### src/rtl/exec_datapath.sv
// Multicycle execute stage: operand latch, barrel shift, ALU with NZCV, and valid/ready handshakes.
// Optional iterative multiplier is enabled by defining EXEC_DATAPATH_MUL_EN.
module exec_datapath #(
  parameter int DATA_W  = 32,
  parameter int SHAMT_W = 8
) (
  input  logic               clk,
  input  logic               rst,
  input  logic               in_valid,
  output logic               in_ready,
  input  logic [DATA_W-1:0]  op_a,
  input  logic [DATA_W-1:0]  op_b,
  input  logic [SHAMT_W-1:0] op_shamt,
  input  logic [2:0]         shift_op,
  input  logic [3:0]         alu_op,
  input  logic               s_flag,
  input  logic               mul_req,
  output logic               out_valid,
  input  logic               out_ready,
  output logic [DATA_W-1:0]  result,
  output logic               result_we,
  output logic [3:0]         nzcv,
  output logic               busy
);

  localparam int LOG_W = $clog2(DATA_W);

  typedef enum logic [2:0] {IDLE, SHIFT, EXEC, MUL, DONE} state_t;

  state_t              state_q;
  logic [DATA_W-1:0]   opA_q, opB_q, shData_q, f_q;
  logic [SHAMT_W-1:0]  amt_q;
  logic [2:0]          shiftOp_q;
  logic [3:0]          aluOp_q, nzcv_q;
  logic                sFlag_q, mulReq_q, shCarry_q, resultWe_q, outValid_q;

  logic [DATA_W-1:0]   shData_d, aluF_d, rorData, addX, addY;
  logic                shCarry_d, addCin, isArith, aluC, aluV;
  logic [3:0]          aluNzcv_d;
  logic [31:0]         amtExt;
  logic [DATA_W:0]     lslWide, lsrWide, asrWide, addSum;

  assign amtExt  = 32'(amt_q);
  assign lslWide = {1'b0, opB_q} << amtExt;
  assign lsrWide = {opB_q, 1'b0} >> amtExt;
  assign asrWide = $unsigned($signed({opB_q, 1'b0}) >>> amtExt);
  assign rorData = DATA_W'({opB_q, opB_q} >> amtExt[LOG_W-1:0]);

  // Extra guard bit on each side of the shift captures the last bit shifted out as the carry.
  always_comb begin
    shData_d  = opB_q;
    shCarry_d = nzcv_q[1];
    if (shiftOp_q == 3'b100) begin
      shData_d  = {nzcv_q[1], opB_q[DATA_W-1:1]};
      shCarry_d = opB_q[0];
    end else if (amtExt != 32'd0) begin
      case (shiftOp_q)
        3'b000: begin
          shData_d  = (amtExt <= 32'(DATA_W)) ? lslWide[DATA_W-1:0] : '0;
          shCarry_d = (amtExt <= 32'(DATA_W)) ? lslWide[DATA_W] : 1'b0;
        end
        3'b001: begin
          shData_d  = (amtExt <= 32'(DATA_W)) ? lsrWide[DATA_W:1] : '0;
          shCarry_d = (amtExt <= 32'(DATA_W)) ? lsrWide[0] : 1'b0;
        end
        3'b010: begin
          shData_d  = (amtExt < 32'(DATA_W)) ? asrWide[DATA_W:1] : {DATA_W{opB_q[DATA_W-1]}};
          shCarry_d = (amtExt < 32'(DATA_W)) ? asrWide[0] : opB_q[DATA_W-1];
        end
        3'b011: begin
          shData_d  = rorData;
          shCarry_d = rorData[DATA_W-1];
        end
        default: ;
      endcase
    end
  end

  // Subtracts are add-with-inverted-operand so C comes out as NOT borrow.
  always_comb begin
    addX    = opA_q;
    addY    = shData_q;
    addCin  = 1'b0;
    isArith = 1'b1;
    case (aluOp_q)
      4'b0010, 4'b1010: begin addY = ~shData_q; addCin = 1'b1; end
      4'b0011:          begin addX = shData_q; addY = ~opA_q; addCin = 1'b1; end
      4'b0100, 4'b1011: ;
      4'b0101:          addCin = nzcv_q[1];
      4'b0110:          begin addY = ~shData_q; addCin = nzcv_q[1]; end
      4'b0111:          begin addX = shData_q; addY = ~opA_q; addCin = nzcv_q[1]; end
      default:          isArith = 1'b0;
    endcase
  end

  assign addSum = {1'b0, addX} + {1'b0, addY} + {{DATA_W{1'b0}}, addCin};

  always_comb begin
    case (aluOp_q)
      4'b0000, 4'b1000: aluF_d = opA_q & shData_q;
      4'b0001, 4'b1001: aluF_d = opA_q ^ shData_q;
      4'b1100:          aluF_d = opA_q | shData_q;
      4'b1101:          aluF_d = shData_q;
      4'b1110:          aluF_d = opA_q & ~shData_q;
      4'b1111:          aluF_d = ~shData_q;
      default:          aluF_d = addSum[DATA_W-1:0];
    endcase
    aluC = isArith ? addSum[DATA_W] : shCarry_q;
    aluV = isArith ? ((addX[DATA_W-1] == addY[DATA_W-1]) && (aluF_d[DATA_W-1] != addX[DATA_W-1]))
                   : nzcv_q[0];
    aluNzcv_d = {aluF_d[DATA_W-1], (aluF_d == '0), aluC, aluV};
  end

`ifdef EXEC_DATAPATH_MUL_EN
  logic [LOG_W-1:0]  mulCnt_q;
  logic [DATA_W-1:0] mulAcc_d;
  assign mulAcc_d = f_q + (shData_q[0] ? opA_q : '0);
`else
  logic unusedMulReq;
  assign unusedMulReq = mulReq_q;
`endif

  // In MUL, opA_q is the shifting multiplicand, shData_q the multiplier and f_q the accumulator.
  always_ff @(posedge clk) begin
    if (rst) begin
      state_q    <= IDLE;
      opA_q      <= '0;
      opB_q      <= '0;
      amt_q      <= '0;
      shiftOp_q  <= '0;
      aluOp_q    <= '0;
      sFlag_q    <= 1'b0;
      mulReq_q   <= 1'b0;
      shData_q   <= '0;
      shCarry_q  <= 1'b0;
      f_q        <= '0;
      nzcv_q     <= '0;
      resultWe_q <= 1'b0;
      outValid_q <= 1'b0;
`ifdef EXEC_DATAPATH_MUL_EN
      mulCnt_q   <= '0;
`endif
    end else begin
      case (state_q)
        IDLE: begin
          if (in_valid) begin
            opA_q     <= op_a;
            opB_q     <= op_b;
            amt_q     <= op_shamt;
            shiftOp_q <= shift_op;
            aluOp_q   <= alu_op;
            sFlag_q   <= s_flag;
            mulReq_q  <= mul_req;
            state_q   <= SHIFT;
          end
        end
        SHIFT: begin
          shData_q  <= shData_d;
          shCarry_q <= shCarry_d;
`ifdef EXEC_DATAPATH_MUL_EN
          if (mulReq_q) begin
            f_q      <= '0;
            mulCnt_q <= '0;
            state_q  <= MUL;
          end else
`endif
          state_q <= EXEC;
        end
        EXEC: begin
          f_q        <= aluF_d;
          resultWe_q <= (aluOp_q[3:2] != 2'b10);
          if (sFlag_q) nzcv_q <= aluNzcv_d;
          outValid_q <= 1'b1;
          state_q    <= DONE;
        end
`ifdef EXEC_DATAPATH_MUL_EN
        MUL: begin
          f_q      <= mulAcc_d;
          opA_q    <= opA_q << 1;
          shData_q <= shData_q >> 1;
          mulCnt_q <= mulCnt_q + 1'b1;
          if (mulCnt_q == LOG_W'(DATA_W - 1)) begin
            resultWe_q <= 1'b1;
            outValid_q <= 1'b1;
            if (sFlag_q) nzcv_q[3:2] <= {mulAcc_d[DATA_W-1], (mulAcc_d == '0)};
            state_q    <= DONE;
          end
        end
`endif
        DONE: begin
          if (out_ready) begin
            outValid_q <= 1'b0;
            state_q    <= IDLE;
          end
        end
        default: state_q <= IDLE;
      endcase
    end
  end

  assign in_ready  = (state_q == IDLE);
  assign busy      = (state_q != IDLE);
  assign out_valid = outValid_q;
  assign result    = f_q;
  assign result_we = resultWe_q;
  assign nzcv      = nzcv_q;

endmodule

### config.mk
export PLATFORM = sky130hd
export DESIGN_NAME = exec_datapath
export DESIGN_NICKNAME = d
export VERILOG_FILES = /design/src/rtl/exec_datapath.sv
export SDC_FILE = /design/constraint.sdc
export NUM_CORES = 1
export LEC_CHECK = 0
export CAP_MARGIN = 5
export CELL_PAD_IN_SITES_DETAIL_PLACEMENT = 0
export CELL_PAD_IN_SITES_GLOBAL_PLACEMENT = 1
export CORE_MARGIN = 1.5
export CORE_UTILIZATION = 47
export CTS_CLUSTER_DIAMETER = 80
export CTS_CLUSTER_SIZE = 14
export DETAILED_ROUTE_END_ITERATION = 6
export GPL_TIMING_DRIVEN = 1
export PLACE_DENSITY = 0.92
export SYNTH_ARGS = -nofsm -noshare
export SYNTH_HDL_FRONTEND = slang
export SYNTH_SLANG_ARGS = --single-unit
### constraint.sdc
create_clock -name clk -period 14.4 [get_ports clk]
set_clock_uncertainty 0.1 [all_clocks]
set_input_delay 3.6 -clock clk [delete_from_list [all_inputs] [get_ports clk]]
set_output_delay 3.6 -clock clk [all_outputs]
set_load 0.01 [all_outputs]
==> impl_metrics.ini <==
[status]
outcome = complete, no violations

[floorplanning]
row_count = 68
io_pins = 125
floorplan.initialDensity_pct = 47.9
dieArea_um2 = 36400
die_y_extent_um = 191
die_span_x_um = 191
floorplan.core_area_um2 = 34600

[detailed_routing]
drc_violation_total_after_the_first_tritonroute_iteration = 2331
wire_per_inst_um = 26.1
drt_pass1_iterations = 7
ant_nets = 0
routed_via_density = 6.77
detailed_route_drc_error_count = 0
vias = 19400
totalWireLength_um = 74700

[cells_and_area]
area_growth_pct = 11.2
number_of_nets_in_the_final_layout = 2544
layout.cell_area.non_filler_um2 = 18400
filler_cell_count = 3456
layout.cells.non_filler = 2864
layout.core_utilization_pct = 53.3
share_of_layout_cells_above_drive_strength_1_pct = 8.14
multi_input_area_um2 = 12200
regArea_um2 = 3090

[logic_synthesis]
synth-seq-area-share_pct = 18.6
yosys.area.top_type_share_pct = 18.6
synth_commonest_cells = sky130_fd_sc_hd__nand2_1 (415), sky130_fd_sc_hd__a21oi_1 (267), sky130_fd_sc_hd__o21ai_0 (225)
synthFlopType = sky130_fd_sc_hd__dfxtp_1
ys.warnings.count = 0
synth_edf_count = 0
post_synth.cell_area_avg_um2 = 6.82
synth.largest_area_cell = sky130_fd_sc_hd__dfxtp_1
synth.distinct_cells = 95
syn_inst = 2433
async_flop_share_pct = 0
synth_fp_nets = 2583
synth.area.top_cells = sky130_fd_sc_hd__dfxtp_1 (19%), sky130_fd_sc_hd__nand2_1 (9.4%), sky130_fd_sc_hd__a21oi_1 (8.1%), sky130_fd_sc_hd__o21ai_0 (6.8%), sky130_fd_sc_hd__mux4_2 (5.6%)
ys_seq_elements = 154
most_common_cell_in_the_synthesized_netlist = sky130_fd_sc_hd__nand2_1
netlist_area_um2 = 16600

[worst_setup_path]
timing.reg2reg.worst_path_depth = 21
type_of_the_worst_setup_path = flop to flop
rr_startpoint = aluOp_q[1]
crit_fanout = 31
series_of_cell_instances_along_the_critical_path = buf_4 -> nand2_1 -> or2_2 -> o21ai_4 -> buf_4 -> nor2_1 -> a211oi_1 -> fa_1 -> inv_1 -> fa_1 -> a211oi_1 -> nor2_1 -> o21a_1 -> a211oi_2 -> o31a_1 -> xnor2_1 -> a221o_2 -> nand4b_1 -> or4_1 -> or4_1 -> o21ai_1
timing.critical_path.slowest_stage_cell = sky130_fd_sc_hd__or4_1
cp.buffers_inverters = 3
worst_ep_required_time_ns = 14.71
critical_path.top_delay_family = simple AND/OR/NAND/NOR gates
critical_path_arrival_ns = 7.00
worst_setup_path_start_kind = flop
max_stage_delay_ns = 0.69
setup_crit_end_kind = flop
reg2reg_slack_ns = 7.72
timing.rr.end = nzcv[2]

[timing]
finalHoldWorstSlack_ns = 0.356
highest_clock_rate_mhz = 150
tightestPinTransition_ns = 1.18
final.period_utilization_pct = 46.4
final-setup-viol-count = 0
finalHoldViolCount = 0
post-route-worst-setup-slack_ns = 7.72
final_max_slew_viol_count = 0
relSlewSlack_pct = 21.4
setup_total_negative_slack_ns = 0
grt_setup_unrepaired = false
post-route-min-period_ns = 6.68

[global_routing]
grt_start_max_net_pins = 97
grtUsageTotal_pct = 40.9
number_of_antenna_violations_at_the_first_check_in_global_routing = 2
number_of_global_route_vias_before_repair = 18100
gr-total-overflow = 0
first_pass_grt_wire_length_um = 112000

[placed_design]
portBuffers = 123
dpl-instance-area_um2 = 17900
gp_congestion = 1.10
post-place-cells = 2830
post_placement_setup_slack_ns = 7.56
detailed_place_hpwl_um = 53600

[clock_tree]
tritoncts = done
cts_htree_levels = 4
clock_latency_ns = 0.47
cts-hold-fix-buffers = 0
clkSlewWorstSetupHoldPaths_ns = 0.07
cts.sinks = 154
cts.path.max_buffers = 2
root_buf_cell = sky130_fd_sc_hd__clkbuf_16
ctsResizeCount = 0
postCtsSetupRepairBufs = 0
cts-buffers-inserted = 17

[hold_path]
min_path_type = flop to flop
whs_path_depth = 2
min_to = result[30]
worst_hold_startpoint = result[30]

[power_and_ir_drop]
p_leak_nw = 6.71
totalPowerFinal_mw = 1.68
power_per_cell_area_nw_per_um2 = 90.8
worst_ir_drop_vdd_mv = 0.104

[flow_run]
max-cap-violations = 0
[how the worst max path moves through the flow]
| stage | endpoint | startpoint | slack [ns] | cells after the start |
|---|---|---|---|---|
| 6_report | nzcv[2] | aluOp_q[1] | 7.72 | 21 |
| 5_1_grt | nzcv[2] | aluOp_q[0] | 7.59 | 22 |
| 4_1_cts | nzcv[2] | aluOp_q[1] | 7.87 | 21 |
| 3_5_place_dp | nzcv[2] | rst | 7.56 | 11 |
| 3_3_place_gp | nzcv[2] | rst | 7.57 | 11 |
| 2_1_floorplan | nzcv[2] | aluOp_q[1] | 8.55 | 23 |
[report_power, final]
group	switching (mW)	internal, mW
logic	0.462	0.256
registers	0.0604	0.453
clock network	0.217	0.227
[tightest hold or removal path, cell delays in order, from the launching register on]
cell	delay (ns)
sky130_fd_sc_hd__dfxtp_1	0.31
sky130_fd_sc_hd__nand2_1	0.05
sky130_fd_sc_hd__a21oi_1	0.05
[routing by layer]
metal  vias to the layer above  track usage [%]  wire [um]
li1                       8797                -          -
met1                      9089             52.4      29300
met2                      1246             63.1      32400
met3                       257             8.43       8180
met4                         0             24.4       4860
met5                         -                0          0
[state kept, by name (all words and copies together) (netlist names), 3 cells and up]
signal     flops
aluOp_q        4
amt_q          8
nzcv           4
opA_q         32
opB_q         32
result        32
shData_q      32
shiftOp_q      3
state_q        3
[layout by cell type (no fill, tap or decap), types with 28 or more instances in the layout]
master and n:
sky130_fd_sc_hd__o211ai_1 34, sky130_fd_sc_hd__o21ai_0 224, sky130_fd_sc_hd__o22ai_1 33, sky130_fd_sc_hd__nor3_1 61, sky130_fd_sc_hd__a21oi_1 267, sky130_fd_sc_hd__nand2_1 414
sky130_fd_sc_hd__ha_1 63, sky130_fd_sc_hd__a221oi_1 40, sky130_fd_sc_hd__dfxtp_1 147, sky130_fd_sc_hd__buf_4 57, sky130_fd_sc_hd__clkdlybuf4s50_1 122, sky130_fd_sc_hd__nor2_1 217
sky130_fd_sc_hd__nand3_1 28, sky130_fd_sc_hd__mux2i_1 87, sky130_fd_sc_hd__mux4_2 41, sky130_fd_sc_hd__inv_1 89, sky130_fd_sc_hd__a211oi_1 58
[logic make-up after synthesis]
group                      count (synthesis)  synth area share [%]
buffers and inverters                    328                  7.96
AOI/OAI and AO/OA                        874                  33.2
and+or+nand+nor                          847                  22.2
adders and majority gates                 65                  4.99
xor gates and xnor gates                  19                  1.00
DFF                                      154                  18.6
muxes                                    146                  12.0
[final cells by class]
cell class,instances,area share (%)
clock buffer,17,2.31
sequential,154,16.8
clock inverter,15,0.739
tap,455,3.09
multi-input combinational,1951,66.3
timing repair buffer,179,8.94
inverter,91,1.85
antenna,2,0.0271
No activity file was read; power rests on OpenSTA's default activity.
